## src/rtl/downsample.sv

```systemverilog
// Streaming box-filter decimator: averages each group of 2^r consecutive
// signed IL.FL samples and emits one mean per group, SIZE/2^r per frame.
// Build option: define DOWNSAMPLE_ROUND_EN to round half toward +inf
// instead of flooring when r > 0.
//
// state | meaning
// IDLE  | waiting for start; no input accepted
// RUN   | accepting samples, producing one output per completed group
// DRAIN | all SIZE samples taken; holding the final output until accepted
module downsample #(
    parameter int IL   = 4,
    parameter int FL   = 16,
    parameter int SIZE = 16,
    parameter int MAXR = $clog2(SIZE),
    parameter int RW   = $clog2(MAXR + 1)
) (
    input  logic                 clk,
    input  logic                 rst,
    input  logic                 start,
    input  logic [RW-1:0]        ratio_log2,
    input  logic [IL+FL-1:0]     in_data,
    input  logic                 in_valid,
    output logic                 in_ready,
    output logic [IL+FL-1:0]     out_data,
    output logic                 out_valid,
    input  logic                 out_ready,
    output logic                 busy,
    output logic                 done
);

    localparam int W  = IL + FL;
    localparam int AW = W + MAXR;
    localparam int CW = $clog2(SIZE);

    typedef enum logic [1:0] {
        IDLE  = 2'd0,
        RUN   = 2'd1,
        DRAIN = 2'd2
    } state_t;

    state_t                state;
    state_t                state_nxt;
    logic signed [AW-1:0]  acc;
    logic [MAXR-1:0]       grp_cnt;
    logic [CW-1:0]         in_cnt;
    logic [RW-1:0]         r_q;

    logic [RW-1:0]         r_clamp;
    logic [MAXR-1:0]       grp_max;
    logic                  grp_last;
    logic                  last_in;
    logic                  xfer;
    logic                  out_acc;
    logic signed [AW-1:0]  in_ext;
    logic signed [AW-1:0]  sum;
    logic signed [AW-1:0]  rnd;
    logic signed [AW-1:0]  sum_rnd;
    logic signed [AW-1:0]  shifted;

    assign r_clamp  = (ratio_log2 > RW'(MAXR)) ? RW'(MAXR) : ratio_log2;
    // 2^r - 1 without a variable-width subtract: r = MAXR shifts every bit out
    assign grp_max  = ~({MAXR{1'b1}} << r_q);
    assign grp_last = (grp_cnt == grp_max);
    assign last_in  = (in_cnt == CW'(SIZE - 1));
    assign xfer     = (state == RUN) && in_valid && in_ready;
    assign out_acc  = out_valid && out_ready;
    assign busy     = (state != IDLE);

    assign in_ext   = {{MAXR{in_data[W-1]}}, in_data};
    assign sum      = acc + in_ext;
`ifdef DOWNSAMPLE_ROUND_EN
    assign rnd      = (r_q == '0) ? '0 : (AW'(1) << (r_q - RW'(1)));
`else
    assign rnd      = '0;
`endif
    assign sum_rnd  = sum + rnd;
    // The mean of W-bit words always fits in W bits, so dropping the top is lossless
    assign shifted  = sum_rnd >>> r_q;

    // State register
    always_ff @(posedge clk or posedge rst) begin
        if (rst) begin
            state <= IDLE;
        end else begin
            state <= state_nxt;
        end
    end

    // Next-state and input-side handshake
    always_comb begin
        state_nxt = state;
        in_ready  = 1'b0;
        case (state)
            IDLE: begin
                if (start) begin
                    state_nxt = RUN;
                end
            end
            RUN: begin
                in_ready = !out_valid || out_ready;
                if (in_valid && (!out_valid || out_ready) && last_in) begin
                    state_nxt = DRAIN;
                end
            end
            DRAIN: begin
                if (out_valid && out_ready) begin
                    state_nxt = IDLE;
                end
            end
            default: state_nxt = IDLE;
        endcase
    end

    // Accumulator, counters, output slot and frame-done pulse
    always_ff @(posedge clk or posedge rst) begin
        if (rst) begin
            acc       <= '0;
            grp_cnt   <= '0;
            in_cnt    <= '0;
            r_q       <= '0;
            out_data  <= '0;
            out_valid <= 1'b0;
            done      <= 1'b0;
        end else begin
            done <= (state == DRAIN) && out_acc;

            if (state == IDLE && start) begin
                r_q     <= r_clamp;
                acc     <= '0;
                grp_cnt <= '0;
                in_cnt  <= '0;
            end else if (xfer) begin
                in_cnt <= in_cnt + 1'b1;
                if (grp_last) begin
                    acc      <= '0;
                    grp_cnt  <= '0;
                    out_data <= shifted[W-1:0];
                end else begin
                    acc     <= sum;
                    grp_cnt <= grp_cnt + 1'b1;
                end
            end

            // A completing group refills the slot even as the old word leaves
            if (xfer && grp_last) begin
                out_valid <= 1'b1;
            end else if (out_acc) begin
                out_valid <= 1'b0;
            end
        end
    end

endmodule

```

## config.mk

```make
export PLATFORM = sky130hd
export DESIGN_NAME = downsample
export DESIGN_NICKNAME = d
export VERILOG_FILES = /design/src/rtl/downsample.sv
export SDC_FILE = /design/constraint.sdc
export NUM_CORES = 1
export LEC_CHECK = 0
export ABC_CLOCK_PERIOD_IN_PS = 4100
export BUFFER_PORTS_ARGS = -buffer_cell sky130_fd_sc_hd__buf_4
export CORE_MARGIN = 8
export CORE_UTILIZATION = 25
export DETAILED_ROUTE_END_ITERATION = 16
export PLACE_DENSITY = 0.46
export SETUP_SLACK_MARGIN = 0.1
export SLEW_MARGIN = 20
export SYNTH_ARGS = -nofsm -noshare
export SYNTH_HDL_FRONTEND = slang
export SYNTH_SLANG_ARGS = --single-unit
```

## constraint.sdc

```tcl
create_clock -name clk -period 4.1 [get_ports clk]
set_clock_uncertainty 0.05 [all_clocks]
set_input_delay 0.205 -clock clk [delete_from_list [all_inputs] [get_ports clk]]
set_output_delay 0.205 -clock clk [all_outputs]
set_load 0.05 [all_outputs]
```

# Word level (Yosys, flattened, before mapping)
# Index checks and enable logic that the tools add are counted.
[totals]
wordCells = 55
input_bits = 28
ff_bits = 59
[op_classes]
n_lt_le_gt_ge = 1
n_addsub = 3
n_eq_ne = 7
n_reduce_logical = 16
shift = 2
n_mux = 16
bitwise_logic = 2
[op_table]
columns = ["cell", "n"]
rows = [
  ["$mux W24", 3],
  ["$add A24 B20 Y24", 1],
  ["$sshr A24 B3 Y20", 1],
  ["$mux W4", 5],
  ["$add A4 B1 Y4 const B", 2],
  ["$logic_and A1 B1 Y1", 8],
  ["$mux W2", 3],
  ["$pmux W2 S3", 1],
  ["$reduce_and A3 Y1", 2],
  ["$reduce_bool A2 Y1", 3],
  ["$eq A4 B4 Y1", 1],
  ["$eq A4 B4 Y1 const B", 1],
  ["$ne A2 B2 Y1 const B", 2],
  ["$not A4 Y4", 1],
  ["$shl A4 B3 Y4 const A", 1],
  ["$gt A3 B3 Y1 const B", 1],
  ["$mux W1", 3],
  ["$mux W3", 1],
  ["$eq A2 B1 Y1 const B", 1],
  ["$eq A2 B2 Y1 const B", 1],
  ["$logic_not A2 Y1", 1],
  ["$ne A2 B1 Y1 const B", 1],
  ["$logic_not A1 Y1", 1],
  ["$logic_or A1 B1 Y1", 1],
  ["$not A1 Y1", 1],
]

# Logic depth before layout (Yosys ltp)
# Gate-level depths: netlist of run 1.
[depth]
ltp_word = 6
ltp_mapped = 11

# Least setup slack after synthesis of run 1
# OpenSTA, ideal clock, no wires.
[synth_path]
path_kind = "register -> register"
start = "register out_valid"
end = "register out_data[3]"
period_less_slack_ns = 2.876
t_arrival_ns = 2.739
stages_incl_launch_ff = 11
setup_time_ns = 0.087
n_path_buf = 2
slack_ns = 1.224
cell_sequence = "dfrtp_1 inv_1 nor2_1 nor2_1 and2_1 clkbuf_1 nand2_2 nor2_1 clkbuf_1 o211ai_1 o211ai_1"
[synth_between]
elab_chain_cells = 5
[synth_rtl]
columns = ["element", "line", "text"]
rows = [
  ["start: declaration", "25", "output logic out_valid,"],
  ["start signal: assignment", "122", "out_valid <= 1'b0;"],
  ["start signal: assignment", "146", "out_valid <= 1'b1;"],
  ["start signal: assignment", "148", "out_valid <= 1'b0;"],
  ["$logic_not A1 Y1", "100", "in_ready = !out_valid || out_ready;"],
  ["$logic_or A1 B1 Y1", "100", ""],
  ["$mux W1", "93", "case (state)"],
  ["via in_ready", "23", "output logic in_ready,"],
  ["$logic_and A1 B1 Y1", "65", "assign xfer = (state == RUN) && in_valid && in_ready;"],
  ["$reduce_and A3 Y1 (no source line)", "n/a", ""],
  ["end signal: assignment", "137", "out_data <= shifted[W-1:0];"],
  ["end: declaration", "24", "output logic [IL+FL-1:0] out_data,"],
]
# The timed path passes the listed nets, and every way through them passes these cells.
# A chain may end at the register's enable or synchronous reset.

# Final worst setup path of run 1
[layout_path]
start = "register r_q[0]"
end = "register out_data[3]"
[layout_between]
elab_chain_cells = 4
elab_cells_between_ends = 5
[layout_rtl]
columns = ["element", "line", "text"]
rows = [
  ["start: declaration", "46", "logic [RW-1:0] r_q;"],
  ["start signal: assignment", "128", "r_q <= r_clamp;"],
  ["$shl A4 B3 Y4", "62", "assign grp_max = ~({MAXR{1'b1}} << r_q);"],
  ["$not A4 Y4", "62", ""],
  ["$eq A4 B4 Y1", "63", "assign grp_last = (grp_cnt == grp_max);"],
  ["$reduce_and A3 Y1 (no source line)", "n/a", ""],
]
# Parallel ways exist; a longest one is shown, timed or not.

==> results of run 1 <==
## sequential cells by signal, indices dropped and copies added (netlist names)
| register | count |
|---|---|
| out_valid | 1 |
| acc | 24 |
| in_cnt | 4 |
| grp_cnt | 4 |
| done | 1 |
| r_q | 3 |
| state | 2 |
| out_data | 20 |
## layout make-up
class | instances | area [um^2]
clock inverters | 6 | 90.09
repair buffers | 57 | 427.9
fillers | 1693 | 11310
clock buffers | 10 | 229.0
well taps | 220 | 275.3
inverters | 6 | 22.52
multi-input cells | 377 | 2579
flip-flops and latches | 59 | 1476
## worst max-delay path, cell delays in order, from the launching register on
cell,delay [ns]
dfrtp_1,0.35
buf_4,0.23
xor2_1,0.19
nor3_1,0.14
a31oi_1,0.06
or3_1,0.31
a21oi_1,0.40
nand2_2,0.39
nor2_1,0.66
o211ai_1,0.22
o211ai_1,0.15
## metal layers
metal  up-vias  routed length (um)
li1       1819                   -
met3        18                 558
met2        72                5158
met4         0                 261
met5         -                   0
met1      1727                5964
## placed cells by master (no fill, tap or decap), types with 11 or more instances in the layout
master	n
a21oi_1	38
a22o_1	22
buf_4	57
dfrtp_1	59
ha_1	25
mux2i_1	22
nand2_1	71
nor2_1	29
o21ai_0	31
xnor2_1	15
xor2_1	11
## through the flow
step,instance area (um^2),worst slack (ns),instances
final,5100,0.8592,735
after global routing,5100,0.5978,735
after CTS,5100,0.8944,735
after detailed placement,4781,0.9051,719
after global placement,4781,0.8997,719
after floorplan,4165,1.224,464
## kinds of logic (layout without fill, tap and decap cells)
group / after synthesis / after routing / synth area share [%]
DFF: 59 / 59 / 35.45
and+or+nand+nor: 145 / 145 / 15.92
muxes: 28 / 28 / 7.720
buffers and inverters: 28 / 79 / 2.643
adders and majority gates: 26 / 26 / 7.990
xor gates and xnor gates: 26 / 26 / 5.467
AOI/OAI and AO/OA: 152 / 152 / 24.81
## final timing paths
kind	end	slack, ns	start
worst max-delay path	out_data[3]	0.86	r_q[0]
worst min-delay path	r_q[2]	0.02	ratio_log2[2]
worst max register to register	out_data[3]	0.86	r_q[0]
worst min register to register	out_data[5]	0.41	out_data[5]
max in group asynchronous	acc[15]	3.41	rst
min in group asynchronous	out_data[1]	0.06	rst
==> run metrics, run 1 <==
Fmax=308.6 MHz; main flop type after synthesis=dfrtp_1; routed vias/inst=4.947; Util after Layout=31.08%; crit start category=flip-flop; Nets=564; final worst path period need=3.241 ns; layout cell share with drive strength beyond 1=16.70%; CTS tree=built; Top-Level Pins=52; Initial Utilization=25.39%; Detailed Routing Iterations Pass 1=4; clock transition at the registers of the reported paths=0.05 ns; total wire length=11.94 mm; Worst Max-Slew Pin Slew=0.8050 ns; Hold Crit Depth=3; PortBufs=51; Die H=145.1 um; post-synthesis sequential area ratio=35.45%; CTS H-Tree Depth=3; CP Class=flip-flop to flip-flop; CP Capture Type=flip-flop; ant diodes=0; # rows=47; vias in the first global route=3708; largest net degree at the start of global routing=60; global route hottest layer=met2; Synth cell types=53; min-delay worst type=input pin to flip-flop; asr flop ratio synth=100.0%; syn avg cell area=8.977 um^2; RSZ-0062 raised after global routing=false; Synth area leaders=dfrtp_1, ha_1, nand2_1; Post-synth top cells=nand2_1, dfrtp_1, a21oi_1; core area=0.01641 mm^2; setup TNS=0 ns; final count of negative-setup-slack endpoints=0; Synthesized Nets=518; CTS resizes=0; Synth warnings=0; hold slack=0.02060 ns; top-area cell type share of the netlist area=35.45%; total congestion overflow=0; DR WL/cell=16.25 um; DRT antenna net count=0; count leader, synth=nand2_1; Hold Vio Cnt, Final=0; Skew-Pair Late Insertion Delay=0.34 ns; met1 GRT Util=15.44%; met2 usage=17.15%; Max-Cap Viols=0; post-synth top area cell=dfrtp_1; Crit Path Max Fanout=26; Vias=3636; Post-synth EDFFs=0; crit share post-route=79.04%; status=complete, no violations; Syn Inst Count=464; die area=0.02105 mm^2; cts bufs inserted=9; DR iter-0 viols=257; DRC Markers=0; setup bufs post-CTS=0; area delta synth->final=22.44%; Yosys reg bits=59; GR Layer Usage met3=2.705%; CTS Hold Bufs=0; Post-Synthesis Cell Area=0.004165 mm^2; # clock sinks=59; CTS root buffer=clkbuf_16; post-detail-place hpwl=9.048 mm; GPL Wtd Cong=0.8274; Die X-Extent=145.1 um; Slew Viols, Final=0; WP data arrival=3.45 ns; global-route usage over all layers=11.46%; clk buf depth=2; Rel. slew slack=46.33%; first-pass GRT wire length=19.80 mm; FF-to-FF path depth=10; WP data required=4.31 ns; initial antenna violation count=0
Power of run 1 is left out: the tool's default activity adds up to more than one toggle a clock period on the data nets, which glitch-free logic cannot reach.
==> run 2, diff against run 1 <==
Settings changed: ABC_AREA from default to 1, ABC_CLOCK_PERIOD_IN_PS 4100 to 3180, PLACE_DENSITY 0.46 to 0.45.
Clock period 4.1 ns to 3.18 ns, I/O delays scaled along.
==> run metrics, run 2 <==
Vias=4976 (+37%); WP data required=3.36 ns (-0.95 ns); post-detail-place hpwl=12.57 mm (+39%); CP Capture Type=flip-flop; main flop type after synthesis=dfrtp_1; min-delay worst type=input pin to flip-flop; CTS H-Tree Depth=3 (unchanged); Post-Synthesis Cell Area=0.004975 mm^2 (+19%); setup TNS=0 ns (unchanged); CTS Hold Bufs=4 (+4); routed vias/inst=4.633 (-6.3%); Largest register FFs=24 (unchanged); Post-synth top cells=nand2_1, nand3_1, inv_1; DRC Markers=0 (unchanged); core area=0.01953 mm^2 (+19%); Top delay family on crit path=simple AND/OR/NAND/NOR gates; Leak=3.215 nW; DR iter-0 viols=265 (+3.1%); DRT antenna net count=0 (unchanged); commonest non-fill, non-tap cell in the layout=nand2_1; clk buf depth=2 (unchanged); first-pass GRT wire length=26.25 mm (+33%); # clock sinks=59 (unchanged); most frequent CP cell=nand2_1; setup bufs post-CTS=0 (unchanged); syn avg cell area=6.615 um^2 (-26%); Fmax=381.1 MHz (+23%); Slew Viols, Final=0 (unchanged); clock transition at the registers of the reported paths=0.05 ns (about the same); top-area cell type share of the netlist area=29.68% (-5.8 points); Hold Vio Cnt, Final=0 (unchanged); Yosys reg bits=59 (unchanged); crit share post-route=82.53% (+3.5 points); GPL Wtd Cong=0.8380 (+1.3%); WP data arrival=2.80 ns (-0.65 ns); Detailed Routing Iterations Pass 1=5 (+1); Skew-Pair Late Insertion Delay=0.34 ns (about the same); Worst Setup SP=acc[0]; Crit Path Max Fanout=4 (-85%); post-synthesis sequential area ratio=29.68% (-5.8 points); worst path cell trace=ha_1 -> fa_1 -> nand2_1 -> inv_1 -> nand2_1 -> nand3_1 -> nand2_1 -> nand2_1 -> nand2_1 -> nand2_1 -> nand2_1 -> nand3_1 -> nand3_1 -> nand3_1 -> nand3_1 -> nand2_1; power density over the cells=1130 mW/mm^2; initial antenna violation count=0 (unchanged); post-synth top area cell=dfrtp_1; area delta synth->final=20.88%; layout cell share with drive strength beyond 1=14.71% (-2.0 points); Rel. slew slack=57.08% (+11 points); top flop regs=acc (24), out_data (20); Post-synth EDFFs=0 (unchanged); final worst path period need=2.624 ns (-0.6165 ns); RSZ-0062 raised after global routing=false; die area=0.02467 mm^2 (+17%); Max-Cap Viols=0 (unchanged); # rows=51 (+8.5%); total congestion overflow=0 (unchanged); vias in the first global route=5115 (+38%); post-route cell area=0.006013 mm^2 (+18%); Die H=157.1 um (+8.3%); CP Class=flip-flop to flip-flop; asr flop ratio synth=100.0% (unchanged); crit start category=flip-flop; CTS resizes=0 (unchanged); maximum vdd ir drop=0.3636 mV; Critical Path Slowest Stage Cell=fa_1; DR WL/cell=14.53 um (-11%); largest net degree at the start of global routing=33 (-45%); CTS root buffer=clkbuf_16; Die X-Extent=157.1 um (+8.3%); Total Power=6.794 mW; status=complete, no violations; Syn Inst Count=752 (+62%); worst path bufs/invs=1 (unchanged); Synth area leaders=dfrtp_1, nand2_1, nand3_1; Initial Utilization=25.48% (+0.090 points); Largest Register=acc; count leader, synth=nand2_1; commonest non-fill, non-tap cells in the layout=nand2_1, nand3_1, inv_1, buf_4, dfrtp_1; final count of negative-setup-slack endpoints=0 (unchanged); hold_sp=ratio_log2[2]; Placement Cell Area=0.005639 mm^2 (+18%); Top-Level Pins=52 (unchanged); cts bufs inserted=9 (unchanged); CP peak stage delay=0.47 ns (-0.19 ns); Synth warnings=0 (unchanged); PortBufs=51 (unchanged); total wire length=15.61 mm (+31%); ant diodes=0 (unchanged); RR Startpoint=acc[0]; global-route usage over all layers=13.57% (+2.1 points); Nets=858 (+52%); Synth cell types=41 (-23%); Worst Max-Slew Pin Slew=0.6422 ns (-0.1627 ns); CTS tree=built; Synthesized Nets=806 (+56%)
==> run 2: changes by cell type after synthesis, moves of 11 or more <==
cell	change
a22o_1	-22
mux2i_1	-21
nand2_1	+169
clkbuf_1	-11
a32o_1	+17
inv_1	+85
o21ai_0	-16
nand3_1	+134
xnor2_1	-11
==> run 2: worst paths after layout <==
check / endpoint / slack [ns] / depth (start not counted)
setup / recovery: out_data[14] / 0.56 / 16
hold / removal: r_q[2] / 0.04 / 3
setup reg to reg: out_data[14] / 0.56 / 16
hold reg to reg: in_cnt[3] / 0.42 / 1
max in group asynchronous: acc[4] / 2.32 / 4
min in group asynchronous: done / 0.19 / 3
==> run 2: kinds of logic after synthesis <==
| logic type | Yosys count | share of synthesized area [%] |
|---|---|---|
| AND/OR/NAND/NOR | 459 | 42.03 |
| buffers and inverters | 126 | 10.29 |
| AO/OA/AOI/OAI | 72 | 9.381 |
| flip-flops | 59 | 29.68 |
| adder cells (fa/ha/maj) | 26 | 6.690 |
| XOR/XNOR | 9 | 1.735 |
| multiplexers | 1 | 0.2012 |
==> run 2: through the flow <==
| stage | setup slack [ns] | hold WS, ns | utilization [%] | instances |
|---|---|---|---|---|
| 3_5_place_dp | 0.6038 | -0.02044 | 28.88 | 1054 |
| 3_3_place_gp | 0.6007 | -0.02363 | 28.88 | 1054 |
| 5_1_grt | 0.3076 | 0.04621 | 30.80 | 1074 |
| 4_1_cts | 0.5733 | 0.04340 | 30.77 | 1074 |
| 6_report | 0.5557 | 0.04308 | 30.80 | 1074 |
| 2_1_floorplan | 0.6402 | 0.1896 | - | 752 |
==> run 2: per-layer routing <==
layer  global-route usage (%)  vias to the layer above  wire (um)
li1                         -                     2578          -
met1                    16.76                     2292       7127
met2                    23.37                       87       7534
met3                    2.824                       19        669
met4                    3.944                        0        274
met5                        0                        -          0
==> run 2: where the power goes <==
group	internal, mW	total (mW)	leakage [nW]	switching, mW
registers	1.08	1.31	0.739	0.231
logic	1.47	4.38	2.32	2.92
clock network	0.727	1.10	0.159	0.368
==> run 2: layout make-up <==
type,count,area (um^2)
Clock buffer,12,256.5
Clock inverter,4,72.57
Fill cell,2214,13510
Inverter,101,379.1
Multi-Input combinational cell,567,2992
Sequential cell,59,1476
Tap cell,265,331.6
Timing Repair Buffer,66,505.5
==> run 2: worst register-to-register path, stage by stage (launching register included) <==
cell and delay [ns]:
dfrtp_1 0.37, ha_1 0.25, fa_1 0.47, nand2_1 0.09, inv_1 0.05, nand2_1 0.06, nand3_1 0.18, nand2_1 0.14
nand2_1 0.08, nand2_1 0.11, nand2_1 0.06, nand2_1 0.09, nand3_1 0.12, nand3_1 0.13, nand3_1 0.08, nand3_1 0.13
nand2_1 0.06
No activity file was read; power rests on OpenSTA's default activity.
==> run 3, diff against run 2 <==
Settings changed: ABC_AREA 1 to 0, ABC_CLOCK_PERIOD_IN_PS 3180 to 2360, PLACE_DENSITY 0.45 to 0.47.
Clock period 3.18 ns to 2.36 ns, I/O delays scaled along.
==> run metrics, run 3 (synthesis gave the netlist of run 1 again) <==
Top delay family on crit path=compound AO/OA/AOI/OAI gates; CTS root buffer=clkbuf_16; commonest non-fill, non-tap cells in the layout=buf_4, nand2_1, dfrtp_1, a21oi_1, nor2_1; PortBufs=51 (unchanged); # rows=47 (-7.8%); clock transition at the registers of the reported paths=0.06 ns (about the same); ant diodes=0 (unchanged); first-pass GRT wire length=21.53 mm (-18%); WP data required=2.52 ns (-0.84 ns); # clock sinks=59 (unchanged); final worst path period need=2.836 ns (+0.2115 ns); Vias=4032 (-19%); Slew Viols, Final=0 (unchanged); Max-Cap Viols=0 (unchanged); worst path bufs/invs=0 (-1); total wire length=13.22 mm (-15%); vias in the first global route=4171 (-18%); Placed Cells=806 (-24%); layout cell share with drive strength beyond 1=40.93% (+26 points); Fmax=352.6 MHz (-7.5%); area delta synth->final=55.42%; DRT antenna net count=0 (unchanged); DR WL/cell=15.68 um (+7.9%); Crit Path Max Fanout=4 (unchanged); non-filler cells, final=843 (-22%); FF+latch area=0.001479 mm^2 (+0.17%); R2R setup slack=-0.48 ns (-1.03 ns); Die H=145.1 um (-7.6%); Top-Level Pins=52 (unchanged); top flop regs=acc (24), out_data (20); post-detail-place hpwl=10.01 mm (-20%); GPL Wtd Cong=0.8562 (+2.2%); Skew-Pair Late Insertion Delay=0.34 ns (about the same); min-delay worst type=input pin to flip-flop; Rel. slew slack=65.41% (+8.3 points); Fillers=1647 (-26%); PnR worst setup slack=-0.4758 ns (-1.031 ns); CP Capture Type=flip-flop; commonest non-fill, non-tap cell in the layout=buf_4; cts bufs inserted=9 (unchanged); routed vias/inst=4.783 (+3.2%); CTS H-Tree Depth=3 (unchanged); Die X-Extent=145.1 um (-7.6%); total congestion overflow=0 (unchanged); failing checks=negative setup slack; core area=0.01641 mm^2 (-16%); crit share post-route=120.2% (+38 points); CP peak stage delay=0.51 ns (+0.04 ns); hold slack=0.04860 ns (+0.005521 ns); CTS tree=built; WP data arrival=3.00 ns (+0.20 ns); pre-CTS WS=-0.5605 ns (-1.164 ns); Hold Vio Cnt, Final=0 (unchanged); Initial Utilization=25.39% (-0.090 points); DR iter-0 viols=185 (-30%); DRC Markers=0 (unchanged); die area=0.02105 mm^2 (-15%); CP Class=flip-flop to flip-flop; clk buf depth=2 (unchanged); Nets=672 (-22%); Multi-input gate area=0.003068 mm^2 (+2.6%); Largest Register=acc; initial antenna violation count=0 (unchanged); RSZ-0062 raised after global routing=true; global-route usage over all layers=12.45% (-1.1 points); final count of negative-setup-slack endpoints=30 (+30); worst path cell trace=ha_4 -> a211oi_2 -> o31a_1 -> o31ai_4 -> nand2_1 -> o21ai_2 -> xor2_2 -> mux4_2 -> nand2_2 -> o211ai_1; Detailed Routing Iterations Pass 1=4 (-1); status=complete, but fails checks; largest net degree at the start of global routing=31 (-6.1%); Worst Max-Slew Pin Slew=0.5134 ns (-0.1288 ns); Critical Path Slowest Stage Cell=mux4_2; crit start category=flip-flop; Largest register FFs=24 (unchanged)
## run 3: stage by stage
step / setup TNS [ns] / utilization [%] / cell area, um^2
finish: -8.893 / 39.46 / 6474
global route: -11.74 / 39.46 / 6474
CTS: -8.110 / 37.63 / 6173
detailed placement: -9.968 / 33.60 / 5513
global placement: -8.948 / 33.60 / 5513
floorplan: -3.350 / - / 4245
## run 3: area by class of cell
class	instances	share of cell area [%]
Clock buffer	9	3.479
Clock inverter	7	1.913
Inverter	6	0.3479
Multi-Input combinational cell	377	47.39
Sequential cell	59	22.85
Tap cell	220	4.252
Timing Repair Buffer	165	19.77
## run 3: tightest hold or removal path, delay by kind of cell
family	cells	cell delay, ns
AND/OR/NAND/NOR	3	0.20
buffers and inverters	1	0.09
## run 3: worst paths after layout
check | from | endpoint | depth (start not counted)
hold reg to reg | out_data[6] | out_data[6] | 2
setup reg to reg | acc[1] | out_data[18] | 10
max in group asynchronous | rst | acc[18] | 4
min in group asynchronous | rst | out_valid | 3
setup / recovery | acc[1] | out_data[18] | 10
hold / removal | in_valid | in_cnt[1] | 4
## run 3: per-layer routing
layer,up-vias,track usage [%],routed length [um]
met5,-,0,0
met2,75,18.93,5924
met3,14,3.265,507
met4,0,4.164,202
met1,1920,16.78,6585
li1,2023,-,-
## run 3: repair_timing
action	in CTS	in global routing
endpoints found under the hold margin	36	0
hold buffers	6	0
pin swaps	23	36
setup endpoints to repair	35	38
gates resized for setup	34	44
buffers inserted	6	14
Power of run 3 is left out for the same reason.
